===== config.mk =====
export PLATFORM = sky130hd
export DESIGN_NAME = relogio_set_ctrl_flat
export DESIGN_NICKNAME = d
export VERILOG_FILES = /design/src/rtl/relogio_set_ctrl_if.sv /design/src/rtl/relogio_set_ctrl.sv /design/src/flat_wrapper.sv
export SDC_FILE = /design/constraint.sdc
export NUM_CORES = 1
export LEC_CHECK = 0
export CAP_MARGIN = 20
export CORE_MARGIN = 2
export CORE_UTILIZATION = 40
export CTS_BUF_LIST = sky130_fd_sc_hd__clkbuf_4
export DETAILED_ROUTE_END_ITERATION = 10
export GPL_TIMING_DRIVEN = 0
export HOLD_SLACK_MARGIN = 0.1
export PLACE_DENSITY_LB_ADDON = 0.2
export SLEW_MARGIN = 20
export SYNTH_ARGS = -nofsm -noshare
export SYNTH_HDL_FRONTEND = slang
export SYNTH_SLANG_ARGS = --single-unit

===== constraint.sdc =====
create_clock -name Clk -period 5.2 [get_ports Clk]
set_input_delay 0.52 -clock Clk [delete_from_list [all_inputs] [get_ports Clk]]
set_output_delay 0.52 -clock Clk [all_outputs]
set_load 0.02 [all_outputs]

===== src/rtl/relogio_set_ctrl_if.sv =====
// Signal bundle between the time-setting sequencer, the board buttons/1 Hz divider and the counter chain.
// master = sequencer side, slave = board/chain side.
interface relogio_set_ctrl_if;
    logic       tick_1hz;
    logic       btn_mode;
    logic       btn_inc;
    logic [3:0] cur_h1;
    logic [3:0] cur_h0;
    logic [3:0] cur_m1;
    logic [3:0] cur_m0;
    logic       run_en;
    logic       load;
    logic [3:0] ld_h1;
    logic [3:0] ld_h0;
    logic [3:0] ld_m1;
    logic [3:0] ld_m0;
    logic [1:0] mode;
    logic       blank_h;
    logic       blank_m;

    // load is a single-cycle strobe; the chain samples ld_* only while load=1.
    modport master (
        input  tick_1hz, btn_mode, btn_inc, cur_h1, cur_h0, cur_m1, cur_m0,
        output run_en, load, ld_h1, ld_h0, ld_m1, ld_m0, mode, blank_h, blank_m
    );

    modport slave (
        output tick_1hz, btn_mode, btn_inc, cur_h1, cur_h0, cur_m1, cur_m0,
        input  run_en, load, ld_h1, ld_h0, ld_m1, ld_m0, mode, blank_h, blank_m
    );
endinterface


===== src/rtl/relogio_set_ctrl.sv =====
// HH:MM time-setting sequencer: debounced MODE/INC buttons, SET_H/SET_M editing, one-cycle commit load.
// Optional blinking of the edited digits is built when RELOGIO_SET_BLINK_EN is defined.
module relogio_set_ctrl #(
    parameter int DEB_CYCLES = 500_000,
    parameter int TIMEOUT_S  = 10
) (
    input  logic               Clk,
    input  logic               Clear,
    relogio_set_ctrl_if.master bus
);
    localparam int DW = (DEB_CYCLES < 2) ? 1 : $clog2(DEB_CYCLES + 1);
    localparam int TW = (TIMEOUT_S < 2) ? 1 : $clog2(TIMEOUT_S + 1);

    typedef enum logic [1:0] {
        ST_RUN    = 2'b00,
        ST_SET_H  = 2'b01,
        ST_SET_M  = 2'b10,
        ST_COMMIT = 2'b11
    } state_t;

    state_t         r_state, w_state_nxt;
    logic [1:0]     r_sync1, r_sync2, r_stable, r_press;
    logic [DW-1:0]  r_deb_cnt [2];
    logic [TW-1:0]  r_tcnt, w_tcnt_nxt;
    logic [3:0]     r_h1, r_h0, r_m1, r_m0;
    logic [3:0]     w_h1_nxt, w_h0_nxt, w_m1_nxt, w_m0_nxt;
    logic [1:0]     w_btn_raw;
    logic           w_press_mode, w_press_inc, w_h_ok, w_m_ok, w_timeout;

    assign w_btn_raw    = {bus.btn_inc, bus.btn_mode};
    assign w_press_mode = r_press[0];
    assign w_press_inc  = r_press[1];

    // Synchronizer plus debounce: a new level is accepted after DEB_CYCLES samples that all differ from the old one.
    always_ff @(posedge Clk or posedge Clear) begin
        if (Clear) begin
            r_sync1  <= '0;
            r_sync2  <= '0;
            r_stable <= '0;
            r_press  <= '0;
            for (int i = 0; i < 2; i++) r_deb_cnt[i] <= '0;
        end else begin
            r_sync1 <= w_btn_raw;
            r_sync2 <= r_sync1;
            for (int i = 0; i < 2; i++) begin
                r_press[i] <= 1'b0;
                if (r_sync2[i] != r_stable[i]) begin
                    if (r_deb_cnt[i] == DW'(DEB_CYCLES - 1)) begin
                        r_stable[i]  <= r_sync2[i];
                        r_press[i]   <= r_sync2[i];
                        r_deb_cnt[i] <= '0;
                    end else begin
                        r_deb_cnt[i] <= r_deb_cnt[i] + 1'b1;
                    end
                end else begin
                    r_deb_cnt[i] <= '0;
                end
            end
        end
    end

    assign w_h_ok = ((bus.cur_h1 < 4'd2) && (bus.cur_h0 <= 4'd9)) ||
                    ((bus.cur_h1 == 4'd2) && (bus.cur_h0 <= 4'd3));
    assign w_m_ok = (bus.cur_m1 <= 4'd5) && (bus.cur_m0 <= 4'd9);
    assign w_timeout = (TIMEOUT_S != 0) && bus.tick_1hz && (int'(r_tcnt) == TIMEOUT_S - 1);

    always_comb begin
        w_state_nxt = r_state;
        w_tcnt_nxt  = r_tcnt;
        w_h1_nxt    = r_h1;
        w_h0_nxt    = r_h0;
        w_m1_nxt    = r_m1;
        w_m0_nxt    = r_m0;
        case (r_state)
            ST_RUN: begin
                w_tcnt_nxt = '0;
                if (w_press_mode) begin
                    w_state_nxt = ST_SET_H;
                    w_h1_nxt    = w_h_ok ? bus.cur_h1 : 4'd0;
                    w_h0_nxt    = w_h_ok ? bus.cur_h0 : 4'd0;
                    w_m1_nxt    = w_m_ok ? bus.cur_m1 : 4'd0;
                    w_m0_nxt    = w_m_ok ? bus.cur_m0 : 4'd0;
                end
            end
            ST_SET_H, ST_SET_M: begin
                if (w_press_mode) begin
                    w_state_nxt = (r_state == ST_SET_H) ? ST_SET_M : ST_COMMIT;
                    w_tcnt_nxt  = '0;
                end else if (w_press_inc) begin
                    w_tcnt_nxt = '0;
                    if (r_state == ST_SET_H) begin
                        if (r_h1 == 4'd2 && r_h0 == 4'd3) begin
                            w_h1_nxt = 4'd0;
                            w_h0_nxt = 4'd0;
                        end else if (r_h0 == 4'd9) begin
                            w_h1_nxt = r_h1 + 4'd1;
                            w_h0_nxt = 4'd0;
                        end else begin
                            w_h0_nxt = r_h0 + 4'd1;
                        end
                    end else begin
                        // Minute wrap never carries into the hours.
                        if (r_m0 == 4'd9) begin
                            w_m0_nxt = 4'd0;
                            w_m1_nxt = (r_m1 == 4'd5) ? 4'd0 : r_m1 + 4'd1;
                        end else begin
                            w_m0_nxt = r_m0 + 4'd1;
                        end
                    end
                end else if (bus.tick_1hz) begin
                    if (w_timeout) begin
                        w_state_nxt = ST_RUN;
                        w_tcnt_nxt  = '0;
                    end else begin
                        w_tcnt_nxt = r_tcnt + 1'b1;
                    end
                end
            end
            ST_COMMIT: begin
                w_state_nxt = ST_RUN;
                w_tcnt_nxt  = '0;
            end
            default: begin
                w_state_nxt = ST_RUN;
                w_tcnt_nxt  = '0;
            end
        endcase
    end

    always_ff @(posedge Clk or posedge Clear) begin
        if (Clear) begin
            r_state <= ST_RUN;
            r_tcnt  <= '0;
            r_h1    <= '0;
            r_h0    <= '0;
            r_m1    <= '0;
            r_m0    <= '0;
        end else begin
            r_state <= w_state_nxt;
            r_tcnt  <= w_tcnt_nxt;
            r_h1    <= w_h1_nxt;
            r_h0    <= w_h0_nxt;
            r_m1    <= w_m1_nxt;
            r_m0    <= w_m0_nxt;
        end
    end

    assign bus.run_en = (r_state == ST_RUN);
    assign bus.load   = (r_state == ST_COMMIT);
    assign bus.mode   = r_state;
    assign bus.ld_h1  = r_h1;
    assign bus.ld_h0  = r_h0;
    assign bus.ld_m1  = r_m1;
    assign bus.ld_m0  = r_m0;

`ifdef RELOGIO_SET_BLINK_EN
    logic r_blank_h, r_blank_m;

    // Each blink phase restarts at 0 whenever its SET state is entered.
    always_ff @(posedge Clk or posedge Clear) begin
        if (Clear) begin
            r_blank_h <= 1'b0;
            r_blank_m <= 1'b0;
        end else begin
            r_blank_h <= (r_state == ST_SET_H && w_state_nxt == ST_SET_H) ? (r_blank_h ^ bus.tick_1hz) : 1'b0;
            r_blank_m <= (r_state == ST_SET_M && w_state_nxt == ST_SET_M) ? (r_blank_m ^ bus.tick_1hz) : 1'b0;
        end
    end

    assign bus.blank_h = r_blank_h;
    assign bus.blank_m = r_blank_m;
`else
    assign bus.blank_h = 1'b0;
    assign bus.blank_m = 1'b0;
`endif
endmodule


===== src/flat_wrapper.sv =====
// flat-port wrapper written by rule: the top's interface ports become plain ports
module relogio_set_ctrl_flat 
#(
    parameter int DEB_CYCLES = 500_000,
    parameter int TIMEOUT_S  = 10
)
  (Clk, Clear, bus_tick_1hz, bus_btn_mode, bus_btn_inc, bus_cur_h1, bus_cur_h0, bus_cur_m1, bus_cur_m0, bus_run_en, bus_load, bus_ld_h1, bus_ld_h0, bus_ld_m1, bus_ld_m0, bus_mode, bus_blank_h, bus_blank_m);
  relogio_set_ctrl_if bus_i ();
  input  logic Clk;
  input  logic Clear;
  input wire logic [$bits(bus_i.tick_1hz)-1:0] bus_tick_1hz;
  input wire logic [$bits(bus_i.btn_mode)-1:0] bus_btn_mode;
  input wire logic [$bits(bus_i.btn_inc)-1:0] bus_btn_inc;
  input wire logic [$bits(bus_i.cur_h1)-1:0] bus_cur_h1;
  input wire logic [$bits(bus_i.cur_h0)-1:0] bus_cur_h0;
  input wire logic [$bits(bus_i.cur_m1)-1:0] bus_cur_m1;
  input wire logic [$bits(bus_i.cur_m0)-1:0] bus_cur_m0;
  output wire logic [$bits(bus_i.run_en)-1:0] bus_run_en;
  output wire logic [$bits(bus_i.load)-1:0] bus_load;
  output wire logic [$bits(bus_i.ld_h1)-1:0] bus_ld_h1;
  output wire logic [$bits(bus_i.ld_h0)-1:0] bus_ld_h0;
  output wire logic [$bits(bus_i.ld_m1)-1:0] bus_ld_m1;
  output wire logic [$bits(bus_i.ld_m0)-1:0] bus_ld_m0;
  output wire logic [$bits(bus_i.mode)-1:0] bus_mode;
  output wire logic [$bits(bus_i.blank_h)-1:0] bus_blank_h;
  output wire logic [$bits(bus_i.blank_m)-1:0] bus_blank_m;
  assign bus_i.tick_1hz = bus_tick_1hz;
  assign bus_i.btn_mode = bus_btn_mode;
  assign bus_i.btn_inc = bus_btn_inc;
  assign bus_i.cur_h1 = bus_cur_h1;
  assign bus_i.cur_h0 = bus_cur_h0;
  assign bus_i.cur_m1 = bus_cur_m1;
  assign bus_i.cur_m0 = bus_cur_m0;
  assign bus_run_en = bus_i.run_en;
  assign bus_load = bus_i.load;
  assign bus_ld_h1 = bus_i.ld_h1;
  assign bus_ld_h0 = bus_i.ld_h0;
  assign bus_ld_m1 = bus_i.ld_m1;
  assign bus_ld_m0 = bus_i.ld_m0;
  assign bus_mode = bus_i.mode;
  assign bus_blank_h = bus_i.blank_h;
  assign bus_blank_m = bus_i.blank_m;
  relogio_set_ctrl #(.DEB_CYCLES(DEB_CYCLES), .TIMEOUT_S(TIMEOUT_S)) u_core (.Clk(Clk), .Clear(Clear), .bus(bus_i));
endmodule

-- Yosys cells after proc, flatten, opt, wreduce, memory -nomap -nowiden
Cells that the tools add are included.
W data, S select, Z words.
- input bits: 21
- word-level logic and storage cells: 118
- flip-flop bits (word level): 68
- output and inout bits: 22
- add/sub/neg operators: 7
- equal/unequal tests: 25
- reduce and logical (&&, ||, !) cells: 17
- $lt $le $gt $ge: 5
- mux-type cells: 51
- operators by type and width (operator ; number):
    $mux W4 ; 31
    $mux W19 ; 4
    $pmux W4 S2 ; 5
    $add A19 B1 Y19 const B ; 2
    $eq A19 B19 Y1 const B ; 2
    $add A4 B1 Y4 const B ; 5
    $eq A4 B2 Y1 const B ; 3
    $eq A4 B4 Y1 const B ; 3
    $reduce_and A6 Y1 ; 2
    $mux W2 ; 5
    $reduce_and A5 Y1 ; 2
    $le A4 B4 Y1 const B ; 2
    $ne A2 B1 Y1 const B ; 4
    $ne A3 B1 Y1 const B ; 2
    $pmux W2 S3 ; 1
    $logic_and A1 B1 Y1 ; 5
    $mux W1 ; 5
    $eq A2 B2 Y1 const B ; 2
    $eq A4 B3 Y1 const B ; 1
    $le A4 B2 Y1 const B ; 1
    $le A4 B3 Y1 const B ; 1
    $lt A4 B2 Y1 const B ; 1
    $ne A2 B2 Y1 const B ; 2
    $ne A4 B2 Y1 const B ; 1
    10 further kinds ; 13

-- Depth between registers and ports, before layout
Gate-level depths: netlist (run 1).
- word-level depth: 7
- depth in mapped cells: 7
- depth with buffers taken out: 6

-- Least setup slack after synthesis (run 1)
Ideal clock, no wire load.
- path kind: register -> register
- start point: reg u_core.r_state[0] (netlist: u_core.bus.mode[0])
- end point: reg u_core.r_m0[2] (netlist: u_core.bus.ld_m0[2])
- clock period less this slack: 2158 ps
- data arrival time: 2032 ps
- stages on the path, launching flop included: 7
- library setup time: 126 ps
- slack: 3042 ps
- path buffers: 0
- required time: 5074 ps
- cells stage by stage: dfrtp_1 inv_1 ha_1 nor2b_1 a2111o_1 o21ai_0 a221o_1
- elaborated cells between the ends (all ways): 11
- those cells by class: 6 x eq/ne; 1 x mux; 4 x reduce/logical
- RTL lines (item ; RTL line ; text):
    start, declared ; relogio_set_ctrl.sv:21 ; state_t r_state, w_state_nxt;
    start signal, assigned ; relogio_set_ctrl.sv:139 ; r_state <= w_state_nxt;
    $logic_not A2 Y1 * ; - ;
    net bus_run_en ; flat_wrapper.sv:18 ; output wire logic [$bits(bus_i.run_en)-1:0] bus_run_en;
    $ne A2 B1 Y1 (no source line) / $reduce_bool A2 Y1 (equally long branches) ; - ;
    $reduce_and A5 Y1 (no source line) ; - ;
    end signal, assigned ; relogio_set_ctrl.sv:144 ; r_m0 <= w_m0_nxt;
    end, declared ; relogio_set_ctrl.sv:25 ; logic [3:0] r_h1, r_h0, r_m1, r_m0;
The timed path passes the listed nets; every way through them passes the cells marked *.
A chain may end at the register's enable or synchronous reset.

-- Worst setup path after layout (run 1)
- start point: reg u_core.r_state[1] (netlist: u_core.bus.mode[1])
- end point: out bus_load
- word-level cells in the longest chain between the ends: 1
- ends and longest elaborated chain (item ; RTL line ; text):
    $eq A2 B2 Y1 ; relogio_set_ctrl.sv:149 ; assign bus.load = (r_state == ST_COMMIT);
    end, declared ; flat_wrapper.sv:19 ; output wire logic [$bits(bus_i.load)-1:0] bus_load;
Every way passes these cells.

==> summary.txt, run 1 <==
I/O pins: 43
Peak supply drop: 114 uV
Dpl cells: 557
Max-capacitance violation count: 0
Worst endpoint required time: 4680 ps
#FFs+latches synth: 68
H-tree depth: 3
TritonCTS Sinks: 68
Setup crit end kind: output port
Slew headroom: 0.637
Nets: 472
Iter 0 DRT Violations: 125
Reg-to-Reg Start: u_core.bus.mode[1]$_DFFE_PP0P_
Top_reg_cell synth: dfrtp_1
Sw Ratio: 0.242
Root Driver: clkbuf_4
Die Ht: 101 um
Hold_buf cts: 0
Leakage power: 0.00179 uW
GRT Util Overall: 0.161
Count of warnings emitted by yosys: 0
Netlist cell types: 69
Die width: 101 um
Post-Place Worst Slack: 2950 ps
Final Cycle Share: 0.472
Port bufs: 40
Status: completed
Internal power: 709 uW
Global-route wire length before repair: 13400 um
Flop2flop setup slack: 2920 ps
Asr flop ratio synth: 1.00
Syn avg cell area: 9.84 um^2
Min Tclk post-route: 2450 ps
Final wirelength: 7680 um
Logic pwr share: 0.062
Final Hold Viols: 0
Layout Skew: 24.3 ps
Reg power frac: 0.578
FF-to-FF path depth: 7
Slew @ Worst Pin: 541 ps
Vias per cell: 5.33
Vias in the first global route: 2957
Die area: 0.0103 mm^2
Switching power: 226 uW
CTS Buffer Depth: 2
PostCTS Resize Cnt: 0
Area growth, synth to finish: 19.1%
Hold_sp: u_core.r_sync1[1]$_DFF_PP0_
Share of cells above drive strength 1: 0.0901
Clock latency on the worst-skew pair: 410 ps
DRC viols: 0
Final ANT Viol Nets: 0
Diodes inserted: 0
Routed vias: 3052
Pwr dens: 207 mW/mm^2
Most common cell after layout, fill and taps aside: dfrtp_1
Antenna violations before repair: 0
Mapped Area: 0.00380 mm^2
Worst setup margin: 2750 ps
RSZ-0062 raised after global routing: false
Sequential element share of the synthesized area: 0.448
Max Clock Freq: 0.407 GHz
EDFF count, synth: 0
Final Wtd Congestion: 0.790
Critical Path AT: 1930 ps
Crit-path max FO: 6
Final Non-Filler Cells: 573
Crit path launch: u_core.bus.mode[1]$_DFFE_PP0P_
WL/cell: 13.4 um
Synthesized instance count: 386
Fillcell total: 873
Starting Density: 0.411
First-pass detailed-route iteration total: 5
Largest net degree at the start of global routing: 58
Commonest non-fill, non-tap cells in the layout: dfrtp_1, clkdlybuf4s50_1, nor2_1, nand2_1, a21oi_1
Row cnt: 35
Core area: 0.00924 mm^2
Worst hold path cell count: 0
GR Overflow Total: 0
Clk pin slew, worst setup/hold paths: 120 ps
Post-DP HPWL: 5500 um
Clock tree from TritonCTS: yes
Setup TNS: 0 ps
Clock network fraction of design power: 0.360
CTS buffer count: 9
Setup Fix Bufs, Post-CTS: 0
Slew Limit Fails: 0
Worst min path class: reg -> reg
Setup CP Type: reg -> out
Critical path launch point type: flop
Setup violators final: 0
flip-flops by register name, summed over array words and instances (netlist names), 4 cells and up:
register / count
u_core.bus.ld_h0: 4
u_core.bus.ld_h1: 4
u_core.bus.ld_m0: 4
u_core.bus.ld_m1: 4
u_core.r_deb_cnt: 38
u_core.r_tcnt: 4
through the flow:
stage	hold slack (ps)	instance area (um^2)	utilization	power [uW]
global placement	339	4360	0.472	606
detailed placement	336	4390	0.476	609
global route	332	4520	0.490	985
floorplan	331	3800	-	579
finish	353	4520	0.490	934
CTS	324	4520	0.490	952
cell type report:
type	instances	area, um^2	area share
flip-flops and latches	68	1700	0.376
multi-input cells	290	1970	0.436
inverters	20	77.6	0.0171
repair buffers	41	428	0.0946
clock buffers	10	75.1	0.0166
plain buffers	9	53.8	0.0119
clock inverters	6	55.1	0.0122
well taps	129	161	0.0357
cell usage after synthesis (5+ instances only):
| cell type | count | share of area |
|---|---|---|
| inv_1 | 20 | 0.020 |
| ha_1 | 12 | 0.040 |
| dfrtp_1 | 68 | 0.45 |
| nand3_1 | 21 | 0.028 |
| a21oi_1 | 22 | 0.029 |
| nor4_1 | 8 | 0.013 |
| xor2_1 | 10 | 0.023 |
| or4_1 | 5 | 0.0099 |
| nand2b_1 | 9 | 0.015 |
| o21ai_0 | 15 | 0.020 |
| xnor2_1 | 17 | 0.039 |
| and3_1 | 6 | 0.0099 |
| and4_1 | 5 | 0.012 |
| nand2_1 | 28 | 0.028 |
| nor3_1 | 10 | 0.013 |
| o31ai_1 | 6 | 0.012 |
| nand4_1 | 10 | 0.016 |
| nor2_1 | 35 | 0.035 |
worst paths after layout:
kind                                              endpoint
max                                               bus_load
min reg2reg                    u_core.r_sync2[1]$_DFF_PP0_
max in group asynchronous  u_core.bus.ld_m1[1]$_DFFE_PP0P_
min                            u_core.r_sync2[1]$_DFF_PP0_
min in group asynchronous   u_core.r_deb_cnt[17]$_DFF_PP0_
max reg2reg                u_core.bus.ld_h1[0]$_DFFE_PP0P_
power by group through the flow:
| stage | logic (uW) | clock network, uW | registers, uW |
|---|---|---|---|
| 6_report | 57.7 | 337 | 540 |
| 5_1_grt | 65.0 | 379 | 541 |
| 4_1_cts | 59.0 | 353 | 540 |
| 3_5_place_dp | 58.7 | 0 | 550 |
| 3_3_place_gp | 55.5 | 0 | 550 |
| 2_1_floorplan | 29.9 | 0 | 549 |
per-layer routing:
metal / GRT usage / wire length, um / up-vias
li1: - / - / 1520
met1: 0.211 / 3650 / 1458
met2: 0.259 / 3600 / 60
met3: 0.0359 / 282 / 14
met4: 0.0655 / 148 / 0
met5: 0 / 0 / -
cell families (layout without fill, tap and decap cells):
group,Yosys count,in the layout,share of synthesized area
AOI/OAI and AO/OA,77,77,0.152
adders and majority gates,12,12,0.0395
other,1,2,0.000987
xor gates and xnor gates,27,27,0.0623
muxes,4,4,0.0128
and+or+nand+nor,168,168,0.251
buffers and inverters,29,86,0.0339
DFF,68,68,0.448
worst max-delay path, cell delays in order, from the launching register on:
cell	delay, ps
dfrtp_1	480
ha_1	380
clkdlybuf4s50_1	670
No activity file was read; power rests on OpenSTA's default activity.
==> run 2: changes to the inputs <==
==> constraint.sdc (replaced) <==
create_clock -name Clk -period 2.12 [get_ports Clk]
set_input_delay 0.212 -clock Clk [delete_from_list [all_inputs] [get_ports Clk]]
set_output_delay 0.212 -clock Clk [all_outputs]
set_load 0.02 [all_outputs]
==> run 2 against run 1 <==
  * Die area unchanged
  * Clock power increased by 150%
  * First-iteration DRC count increased by 1.6%
  * Clock skew decreased by 5.7 ps
  * Critical endpoint unchanged
==> summary.txt, run 2 (same netlist as run 1, synthesis figures left out) <==
Share of cells above drive strength 1: 0.106
Setup CP Type: reg -> out
Multi-input gate area: 0.00201 mm^2
Max reg flops: 38
Worst min path class: in -> reg
Die area: 0.0103 mm^2
Reg-to-Reg Start: u_core.bus.mode[1]$_DFFE_PP0P_
Setup violators final: 0
Slew headroom: 0.628
Worst path cell trace: ha_2 -> clkdlybuf4s50_1
FF-to-FF path depth: 6
Port bufs: 40
Root Driver: clkbuf_4
Clk pin slew, worst setup/hold paths: 110 ps
Biggest register: u_core.r_deb_cnt
CTS buffer count: 9
Final ANT Viol Nets: 0
Leakage power: 0.00180 uW
Most common cell after layout, fill and taps aside: dfrtp_1
I/O pins: 43
DRC viols: 0
Diodes inserted: 0
Buf/Inv on CP: 1
Max-capacitance violation count: 0
Crit path launch: u_core.bus.mode[1]$_DFFE_PP0P_
Setup crit end kind: output port
Global-route wire length before repair: 13200 um
Vias in the first global route: 2922
Crit-path max FO: 6
GRT Util Overall: 0.160
Post-DP HPWL: 5620 um
CP max stage delay: 640 ps
Final Hold Viols: 0
Min Tclk post-route: 2020 ps
Core area: 0.00924 mm^2
Worst setup endpoint: bus_load
Final Cycle Share: 0.953
Layout Skew: 18.6 ps
Largest net degree at the start of global routing: 45
Worst setup margin: 101 ps
Fillcell total: 853
Critical path launch point type: flop
Starting Density: 0.411
Worst endpoint required time: 1910 ps
Slew @ Worst Pin: 558 ps
Area growth, synth to finish: 20.6%
Vias per cell: 5.30
GR Overflow Total: 0
CP top delay family: buffers and inverters
Post-layout util: 0.496
Register area: 0.00170 mm^2
WL/cell: 13.7 um
Flop2flop setup slack: 120 ps
Critical Path Stages: 2
RSZ-0062 raised after global routing: false
Row cnt: 35
CTS Buffer Depth: 2
Reg2reg end: u_core.bus.ld_m1[1]$_DFFE_PP0P_
First-pass detailed-route iteration total: 4
Routed vias: 3040
CP max stage cell: clkdlybuf4s50_1
Peak supply drop: 244 uV
Slew Limit Fails: 0
Pwr dens: 504 mW/mm^2
Antenna violations before repair: 0
TritonCTS Sinks: 68
Clock latency on the worst-skew pair: 410 ps
Die width: 101 um
Die Ht: 101 um
Final Wtd Congestion: 0.788
Commonest non-fill, non-tap cells in the layout: dfrtp_1, clkdlybuf4s50_1, nor2_1, nand2_1
Final wirelength: 7860 um
Critical Path AT: 1810 ps
Post-Place Worst Slack: -165 ps
Status: completed
Max Clock Freq: 0.495 GHz
Clock tree from TritonCTS: yes
H-tree depth: 3
Iter 0 DRT Violations: 127
Nets: 473
-- run 2: cell type report --
cell class / count / area share
clock inverter: 7 / 0.0145
multi-input combinational: 290 / 0.439
clock buffer: 9 / 0.0148
timing repair buffer: 42 / 0.0956
inverter: 20 / 0.0169
tap: 129 / 0.0352
sequential: 68 / 0.372
buffer: 9 / 0.0126
-- run 2: worst min path at each step --
stage / start / end / slack [ps] / cells after the start
after floorplan: bus_btn_mode / u_core.r_sync1[0]$_DFF_PP0_ / 240 / 0
after global placement: u_core.r_sync1[0]$_DFF_PP0_ / u_core.r_sync2[0]$_DFF_PP0_ / 330 / 0
after detailed placement: u_core.r_sync1[1]$_DFF_PP0_ / u_core.r_sync2[1]$_DFF_PP0_ / 340 / 0
after CTS: bus_btn_inc / u_core.r_sync1[1]$_DFF_PP0_ / 220 / 1
after global routing: bus_btn_mode / u_core.r_sync1[0]$_DFF_PP0_ / 210 / 1
final: bus_btn_mode / u_core.r_sync1[0]$_DFF_PP0_ / 240 / 1
-- run 2: what timing repair did --
| action | 4_1_cts | 5_1_grt |
|---|---|---|
| pin swaps | 0 | 1 |
| gates resized for setup | 6 | 3 |
| setup endpoints to repair | 15 | 15 |
| endpoints found under the hold margin | 12 | 0 |
| hold buffers | 1 | 0 |
| setup buffers | 0 | 0 |
-- run 2: stage by stage --
step / TNS (ps) / total power (uW) / instances / hold slack (ps) / instance area [um^2]
after global routing: 0 / 2410 / 574 / 214 / 4580
after global placement: -71920 / 1490 / 556 / 335 / 4370
after CTS: 0 / 2350 / 574 / 216 / 4570
after floorplan: 0 / 1420 / 387 / 243 / 3800
after detailed placement: -1360 / 1490 / 557 / 338 / 4400
final: 0 / 2310 / 574 / 241 / 4580
-- run 2: per-layer routing --
layer  GRT usage  share of wire
met4      0.0686          0.017
met1       0.213           0.47
met3      0.0290          0.044
met2       0.258           0.46
met5           0              0
-- run 2: report_power, final --
part | leakage, uW | total (uW) | switching [uW] | internal [uW]
registers | 0.000909 | 1320 | 13.6 | 1310
clock network | 0.0000674 | 840 | 486 | 354
logic | 0.000821 | 145 | 77.2 | 68.2
total | 0.00180 | 2310 | 577 | 1730
